--- src/rtl/bus_arbiter.sv ---
// bus_arbiter: merges the control, ADC and flash framed byte streams into one
// stream for the UART DMA transmit port. Arbitration is round-robin per frame,
// and a granted frame is never interleaved with another frame.
// Optional feature macro BUS_ARB_HEADER_EN: when defined, every frame is
// prefixed with its P_TYPE_* byte and o_tx_len counts that byte (saturating
// at 255). When it is undefined, the block is a pure frame-level multiplexer.
module bus_arbiter #(
  parameter logic [7:0] P_TYPE_CTRL  = 8'h01,
  parameter logic [7:0] P_TYPE_ADC   = 8'h02,
  parameter logic [7:0] P_TYPE_FLASH = 8'h03
) (
  input  logic       i_clk,
  input  logic       i_rst,
  input  logic [7:0] i_ctrl_data,
  input  logic [7:0] i_ctrl_len,
  input  logic       i_ctrl_last,
  input  logic       i_ctrl_valid,
  output logic       o_ctrl_ready,
  input  logic [7:0] i_adc_data,
  input  logic [7:0] i_adc_len,
  input  logic       i_adc_last,
  input  logic       i_adc_valid,
  output logic       o_adc_ready,
  input  logic [7:0] i_flash_data,
  input  logic [7:0] i_flash_len,
  input  logic       i_flash_last,
  input  logic       i_flash_valid,
  output logic       o_flash_ready,
  output logic [7:0] o_tx_data,
  output logic [7:0] o_tx_len,
  output logic       o_tx_last,
  output logic       o_tx_valid,
  input  logic       i_tx_ready
);

  typedef enum logic [1:0] {
    S_IDLE = 2'd0,
    S_HEAD = 2'd1,
    S_DATA = 2'd2
  } state_t;

  localparam logic [1:0] SRC_CTRL  = 2'd0;
  localparam logic [1:0] SRC_ADC   = 2'd1;
  localparam logic [1:0] SRC_FLASH = 2'd2;

  state_t     state_q;
  logic [1:0] grant_q;     // source owning the current frame
  logic [1:0] last_src_q;  // last fully served source (round-robin pointer)
  logic [7:0] len_q;       // merged frame length shown on o_tx_len

  logic [2:0] req_s;
  logic [2:0] pick_s;      // {found, index} of the next source to grant
  logic [7:0] pick_len_s;
  logic [7:0] sel_data_s;
  logic       sel_last_s;
  logic       sel_valid_s;
  logic [7:0] type_s;
  logic       frame_end_s;

  // Successor of a source in the fixed ring ctrl -> adc -> flash -> ctrl.
  function automatic logic [1:0] rr_next(input logic [1:0] src);
    case (src)
      SRC_CTRL: rr_next = SRC_ADC;
      SRC_ADC:  rr_next = SRC_FLASH;
      default:  rr_next = SRC_CTRL;
    endcase
  endfunction

  // First requesting source after the last served one; MSB flags a hit.
  function automatic logic [2:0] rr_pick(input logic [1:0] last_src, input logic [2:0] req);
    logic [1:0] c0;
    logic [1:0] c1;
    logic [1:0] c2;
    c0 = rr_next(last_src);
    c1 = rr_next(c0);
    c2 = rr_next(c1);
    if (req[c0]) begin
      rr_pick = {1'b1, c0};
    end else if (req[c1]) begin
      rr_pick = {1'b1, c1};
    end else if (req[c2]) begin
      rr_pick = {1'b1, c2};
    end else begin
      rr_pick = {1'b0, SRC_CTRL};
    end
  endfunction

  // Length advertised for a frame, counting the type byte when it is sent.
  function automatic logic [7:0] frame_len(input logic [7:0] len);
`ifdef BUS_ARB_HEADER_EN
    if (len == 8'hFF) begin
      frame_len = 8'hFF;
    end else begin
      frame_len = len + 8'd1;
    end
`else
    frame_len = len;
`endif
  endfunction

  assign req_s       = {i_flash_valid, i_adc_valid, i_ctrl_valid};
  assign pick_s      = rr_pick(last_src_q, req_s);
  assign frame_end_s = sel_valid_s & sel_last_s & i_tx_ready;

  // Length of the source about to be granted, sampled in the IDLE cycle.
  always_comb begin
    case (pick_s[1:0])
      SRC_CTRL: pick_len_s = i_ctrl_len;
      SRC_ADC:  pick_len_s = i_adc_len;
      default:  pick_len_s = i_flash_len;
    endcase
  end

  // Stream and type byte of the currently granted source.
  always_comb begin
    case (grant_q)
      SRC_CTRL: begin
        sel_data_s  = i_ctrl_data;
        sel_last_s  = i_ctrl_last;
        sel_valid_s = i_ctrl_valid;
        type_s      = P_TYPE_CTRL;
      end
      SRC_ADC: begin
        sel_data_s  = i_adc_data;
        sel_last_s  = i_adc_last;
        sel_valid_s = i_adc_valid;
        type_s      = P_TYPE_ADC;
      end
      default: begin
        sel_data_s  = i_flash_data;
        sel_last_s  = i_flash_last;
        sel_valid_s = i_flash_valid;
        type_s      = P_TYPE_FLASH;
      end
    endcase
  end

  // Frame-level arbitration FSM: grant in IDLE, optional type byte, payload.
  always_ff @(posedge i_clk) begin
    if (i_rst) begin
      state_q    <= S_IDLE;
      grant_q    <= SRC_CTRL;
      last_src_q <= SRC_FLASH;
      len_q      <= 8'd0;
    end else begin
      case (state_q)
        S_IDLE: begin
          if (pick_s[2]) begin
            grant_q <= pick_s[1:0];
            len_q   <= frame_len(pick_len_s);
`ifdef BUS_ARB_HEADER_EN
            state_q <= S_HEAD;
`else
            state_q <= S_DATA;
`endif
          end
        end
        S_HEAD: begin
          if (i_tx_ready) begin
            state_q <= S_DATA;
          end
        end
        S_DATA: begin
          if (frame_end_s) begin
            state_q    <= S_IDLE;
            last_src_q <= grant_q;
            len_q      <= 8'd0;
          end
        end
        default: begin
          state_q <= S_IDLE;
          len_q   <= 8'd0;
        end
      endcase
    end
  end

  // Output mux: zeros in IDLE, type byte in HEAD, granted stream in DATA.
  always_comb begin
    o_tx_data     = 8'd0;
    o_tx_last     = 1'b0;
    o_tx_valid    = 1'b0;
    o_ctrl_ready  = 1'b0;
    o_adc_ready   = 1'b0;
    o_flash_ready = 1'b0;
    o_tx_len      = len_q;
    case (state_q)
      S_HEAD: begin
        o_tx_data  = type_s;
        o_tx_valid = 1'b1;
      end
      S_DATA: begin
        o_tx_data  = sel_data_s;
        o_tx_last  = sel_last_s;
        o_tx_valid = sel_valid_s;
        case (grant_q)
          SRC_CTRL: o_ctrl_ready  = i_tx_ready;
          SRC_ADC:  o_adc_ready   = i_tx_ready;
          default:  o_flash_ready = i_tx_ready;
        endcase
      end
      default: begin
        o_tx_data = 8'd0;
      end
    endcase
  end

endmodule

--- config.mk ---
export PLATFORM = sky130hd
export DESIGN_NAME = bus_arbiter
export DESIGN_NICKNAME = d
export VERILOG_FILES = /design/src/rtl/bus_arbiter.sv
export SDC_FILE = /design/constraint.sdc
export NUM_CORES = 1
export LEC_CHECK = 0
export CAP_MARGIN = 20
export CORE_ASPECT_RATIO = 0.9
export CORE_MARGIN = 3
export CORE_UTILIZATION = 34
export CTS_CLUSTER_DIAMETER = 200
export DETAILED_ROUTE_END_ITERATION = 8
export PLACE_DENSITY = 0.87
export RECOVER_POWER = 50
export SLEW_MARGIN = 10
export SYNTH_ARGS = -nofsm -noshare
export SYNTH_HDL_FRONTEND = slang
export SYNTH_SLANG_ARGS = --single-unit
--- constraint.sdc ---
create_clock -name i_clk -period 2.6 [get_ports i_clk]
set_input_delay 0.52 -clock i_clk [delete_from_list [all_inputs] [get_ports i_clk]]
set_output_delay 0.52 -clock i_clk [all_outputs]
set_load 0.02 [all_outputs]
* Yosys cells after proc, flatten, opt, wreduce, memory -nomap -nowiden
Index checks and enable logic that the tools add are counted.
** Cells by class
- $lt $le $gt $ge :: 3
- Equal/unequal tests :: 10
- Muxes and demuxes :: 33
- Bitwise gates (word level) :: 3
- Reductions and logical operators :: 11
** Operators by type and width (count)
- case mux 8 bit (2 select lines) :: 3
- case mux 8 bit (3 select lines) :: 1
- 2-to-1 mux 8 bit :: 2
- case mux 2 bit (2 select lines) :: 4
- equality test 2 x 1 -> 1 bit (second input constant) :: 6
- zero test 2 bit :: 6
- 2-to-1 mux 1 bit :: 10
- < comparator 2 x 3 -> 1 bit (second input constant) :: 3
- 2-to-1 mux 3 bit :: 3
- binary-select mux 1 bit (select 2 bit) :: 3
- 2-to-1 mux 2 bit :: 3
- inequality test 2 bit (second input constant) :: 3
- case mux 1 bit (2 select lines) :: 3
- case mux 2 bit (3 select lines) :: 1
- AND reduction 3 bit :: 2
- AND reduction 2 bit :: 2
- AND 1 bit :: 2
- equality test 2 bit (second input constant) :: 1
- OR reduction 2 bit :: 1
- NOT 1 bit :: 1
** Word-level totals
- Register bits :: 14
- Input bits :: 57

* Longest topological paths before layout
- Depth after elaboration :: 15
- Gate-level depth with buffers :: 6

* Worst setup path before layout
OpenSTA, ideal clock, no wires.
- Path kind :: register to output
- Start point :: register grant_q[0]
- End point :: output o_adc_ready
- Arrival :: 1.198 ns
- Required time :: 2.080 ns
- Setup slack :: 0.882 ns
- Stages on the path, launching flop included :: 4
- Path buffers :: 2
- Cell sequence :: dfxtp_1 -> buf_6 -> buf_2 -> nor3b_1
** Between the ends
- Word-level cells in the longest chain between the ends :: 3
** Ends and longest elaborated chain
- start, declared :: line 47 : logic [1:0] grant_q;
- start signal, assigned :: line 149 : grant_q <= pick_s[1:0];
- equality test 2 x 1 -> 1 bit :: line 196 : case (grant_q)
- 2-to-1 mux 1 bit :: line 196
- 2-to-1 mux 1 bit :: line 187 : case (state_q)
- end, declared :: line 23 : output logic o_adc_ready,
Every way passes these cells.

* Final worst setup path
- Start point :: input i_ctrl_valid
- End point :: output o_tx_valid
** Between the ends
- Word-level cells in the longest chain between the ends :: 2
** Ends and longest elaborated chain
- start, declared :: line 17 : input logic i_ctrl_valid,
- case mux 1 bit (2 select lines) :: line 116 : case (grant_q)
- case mux 1 bit (2 select lines) :: line 187
- end, declared :: line 32 : output logic o_tx_valid,
Every way passes these cells.

==> metrics.yaml <==
global_route:
  antenna_found_initial: 0
  grt_first_pass_wirelength_mm: 5.56
  gr-total-overflow: 0
  grt_pass1_vias: 1155
  grt_max_degree: 25
  gr-usage-all-layers_pct: 21.0
detailed_routing:
  drtPass1Iterations: 5
  drt-initial-drc-count: 72
  wl_per_cell_um: 16.2
  vias: 1129
  wl_mm: 3.48
  ant_nets: 0
  drc: 0
  routed_via_density: 5.25
critical_path:
  crit_slowest_cell: "clkdlybuf4s50_1"
  end_kind: "primary output"
  critical_path_class: "in -> out"
  slowest_delay_ns: 0.62
  worstPathBufferInverterCount: 2
  arrival_ns: 1.98
  crit_path_start_kind: "primary input"
  path_delay_family: "buffers and inverters"
  path_max_fanout: 2
  crit_top_cell: "clkdlybuf4s50_1"
  required_ns: 2.08
  critical_path.cell_chain: "clkdlybuf4s50_1 > nor2b_1 > a211oi_2 > nor2_1 > clkdlybuf4s50_1"
clocking:
  clk_latency_ns: 0.28
  clkSlewWorstSetupHoldPaths_ns: 0.07
  clk_path_buf_depth: 2
  numCtsBuffers: 3
  cts_resized: 0
  root_buffer: "clkbuf_4"
  cts_setup_buffers: 0
  cts_hold_buf: 0
  h-tree-depth: 1
  cts.sinks: 13
  cts_tree: "done"
job:
  cap_violations: 0
min_path:
  min_path_type: "reg -> reg"
die:
  fp.dieArea_um2: 3390
  start_util_pct: 36.7
  die_h_um: 55.6
  io_pins: 78
  num_rows: 17
  die_w_um: 61.1
  core_um2: 2530
finish:
  num-nets-final: 245
  final_cells: 215
  num_antenna_cells: 0
  syn2layout_area_growth_pct: 88.9
  drive_above_1_share_pct: 7.49
  post-route-util_pct: 69.3
yosys:
  synth_area_leaders: "dfxtp_1, mux2i_1, a222oi_1, o2bb2ai_1, and2_1"
  synth_top_area_share_pct: 28.0
  ys_seq_area_share_pct: 28.0
  ys_warn_count: 0
  synthesis.nets: 164
  synth_edf_count: 0
  synth_cells: 107
  yosys.cell_count.top_type: "dfxtp_1"
  mappedNetlistArea_um2: 928
  ys_ff_latch: 13
  ys_top_cells_by_count: "dfxtp_1, mux2i_1, nand2_1"
  syn_area_per_cell_um2: 8.68
  synth_flop_cell: "dfxtp_1"
  async_flop_share_pct: 0
  synth_area_leader_cell: "dfxtp_1"
  synth_cell_type_count: 28
pwr:
  power_mw: 0.632
  p_per_area_nw_per_um2: 360
  p_leak_nw: 0.657
  peakVddDrop_mv: 0.419
sta:
  hold_viol: 0
  final_max_slew_viol_count: 0
  worst_pin_slew_ns: 0.929
  period_share_pct: 96.3
  setup_viol: 0
  skew_ns: 0.00856
  post-route-min-period_ns: 2.50
  rsz0062_at_grt: "false"
  max_slew_margin_pct: 37.4
  max_freq_mhz: 400
  fin_ws_ns: 0.0970
  tns_ns: 0
place:
  place_inst: 211
  hpwl_mm: 2.89
  io_buffer_count: 77
  place.gp.congestion: 0.692
  dpl_worst_slack_ns: 0.0796
run_status:
  run_status: "finished clean"
[logic make-up (layout without fill, tap and decap cells)]
group                  Yosys count  after routing  synth area share, %
AND/OR/NAND/NOR                 41             41                 25.1
AO/OA/AOI/OAI                   32             32                 28.8
flip-flops                      13             13                 28.0
multiplexers                    12             12                 13.5
buffers and inverters            9             89                 4.58
[per-layer routing]
| metal | vias up | wire length [um] | track usage, % |
|---|---|---|---|
| met2 | 26 | 1940 | 36.9 |
| met4 | 0 | 80 | 5.57 |
| met5 | - | 0 | 0 |
| li1 | 568 | - | - |
| met3 | 8 | 77 | 3.25 |
| met1 | 527 | 1390 | 25.6 |
[layout by cell type, fill, tap and decap left out, drive strengths merged]
cell type | netlist | layout
clkdlybuf4s50 | 0 | 68
dfxtp | 13 | 13
mux2i | 11 | 11
nand2 | 11 | 11
o21ai | 10 | 10
and2 | 9 | 9
dlygate4sd3 | 0 | 9
a222oi | 8 | 8
o2bb2ai | 8 | 8
nor2 | 6 | 6
buf | 3 | 6
nor2b | 5 | 5
clkbuf | 5 | 5
nor3 | 4 | 4
nand2b | 3 | 3
a211oi | 1 | 1
mux2 | 1 | 1
o211ai | 1 | 1
inv | 1 | 1
and3 | 1 | 1
nor3b | 1 | 1
a211o | 1 | 1
o21ba | 1 | 1
or3 | 1 | 1
o22ai | 1 | 1
a22o | 1 | 1
[worst reg2reg max path, delay by kind of cell (launching register included)]
kind / cells / cell delay, ns
and+or+nand+nor: 3 / 0.96
AOI/OAI and AO/OA: 2 / 0.26
DFF: 1 / 0.39
buffers and inverters: 2 / 0.31
[flip-flops by register name, indices dropped and copies added, names as in the netlist]
register    cells
state_q         1
o_tx_len        8
last_src_q      2
grant_q         2
[power by group]
| group | internal, mW | switching [mW] | leakage [nW] |
|---|---|---|---|
| Combinational | 0.164 | 0.114 | 0.535 |
| Sequential | 0.215 | 0.0152 | 0.107 |
| Clock | 0.0595 | 0.0638 | 0.0150 |
[worst paths after layout]
path	startpoint	to	slack [ns]	cells after the start
worst min register to register	o_tx_len[2]	o_tx_len[2]	0.46	1
worst max-delay path	i_ctrl_valid	o_tx_valid	0.1	5
worst max register to register	grant_q[0]	o_tx_len[3]	0.56	7
worst min-delay path	o_tx_len[2]	o_tx_len[2]	0.46	1
[final cells by class]
class | instances | area (um2)
inverters | 1 | 3.75
flip-flops and latches | 13 | 262
well taps | 28 | 35.0
fillers | 204 | 777
clock buffers | 4 | 26.3
multi-input cells | 85 | 608
repair buffers | 84 | 820
[per-stage QoR]
step / area [um2] / hold WS (ns)
3_3_place_gp: 1750 / 0.446
2_1_floorplan: 928 / 0.490
4_1_cts: 1770 / 0.470
5_1_grt: 1750 / 0.476
3_5_place_dp: 1750 / 0.453
6_report: 1750 / 0.457
(Power assumes the default switching activity.)
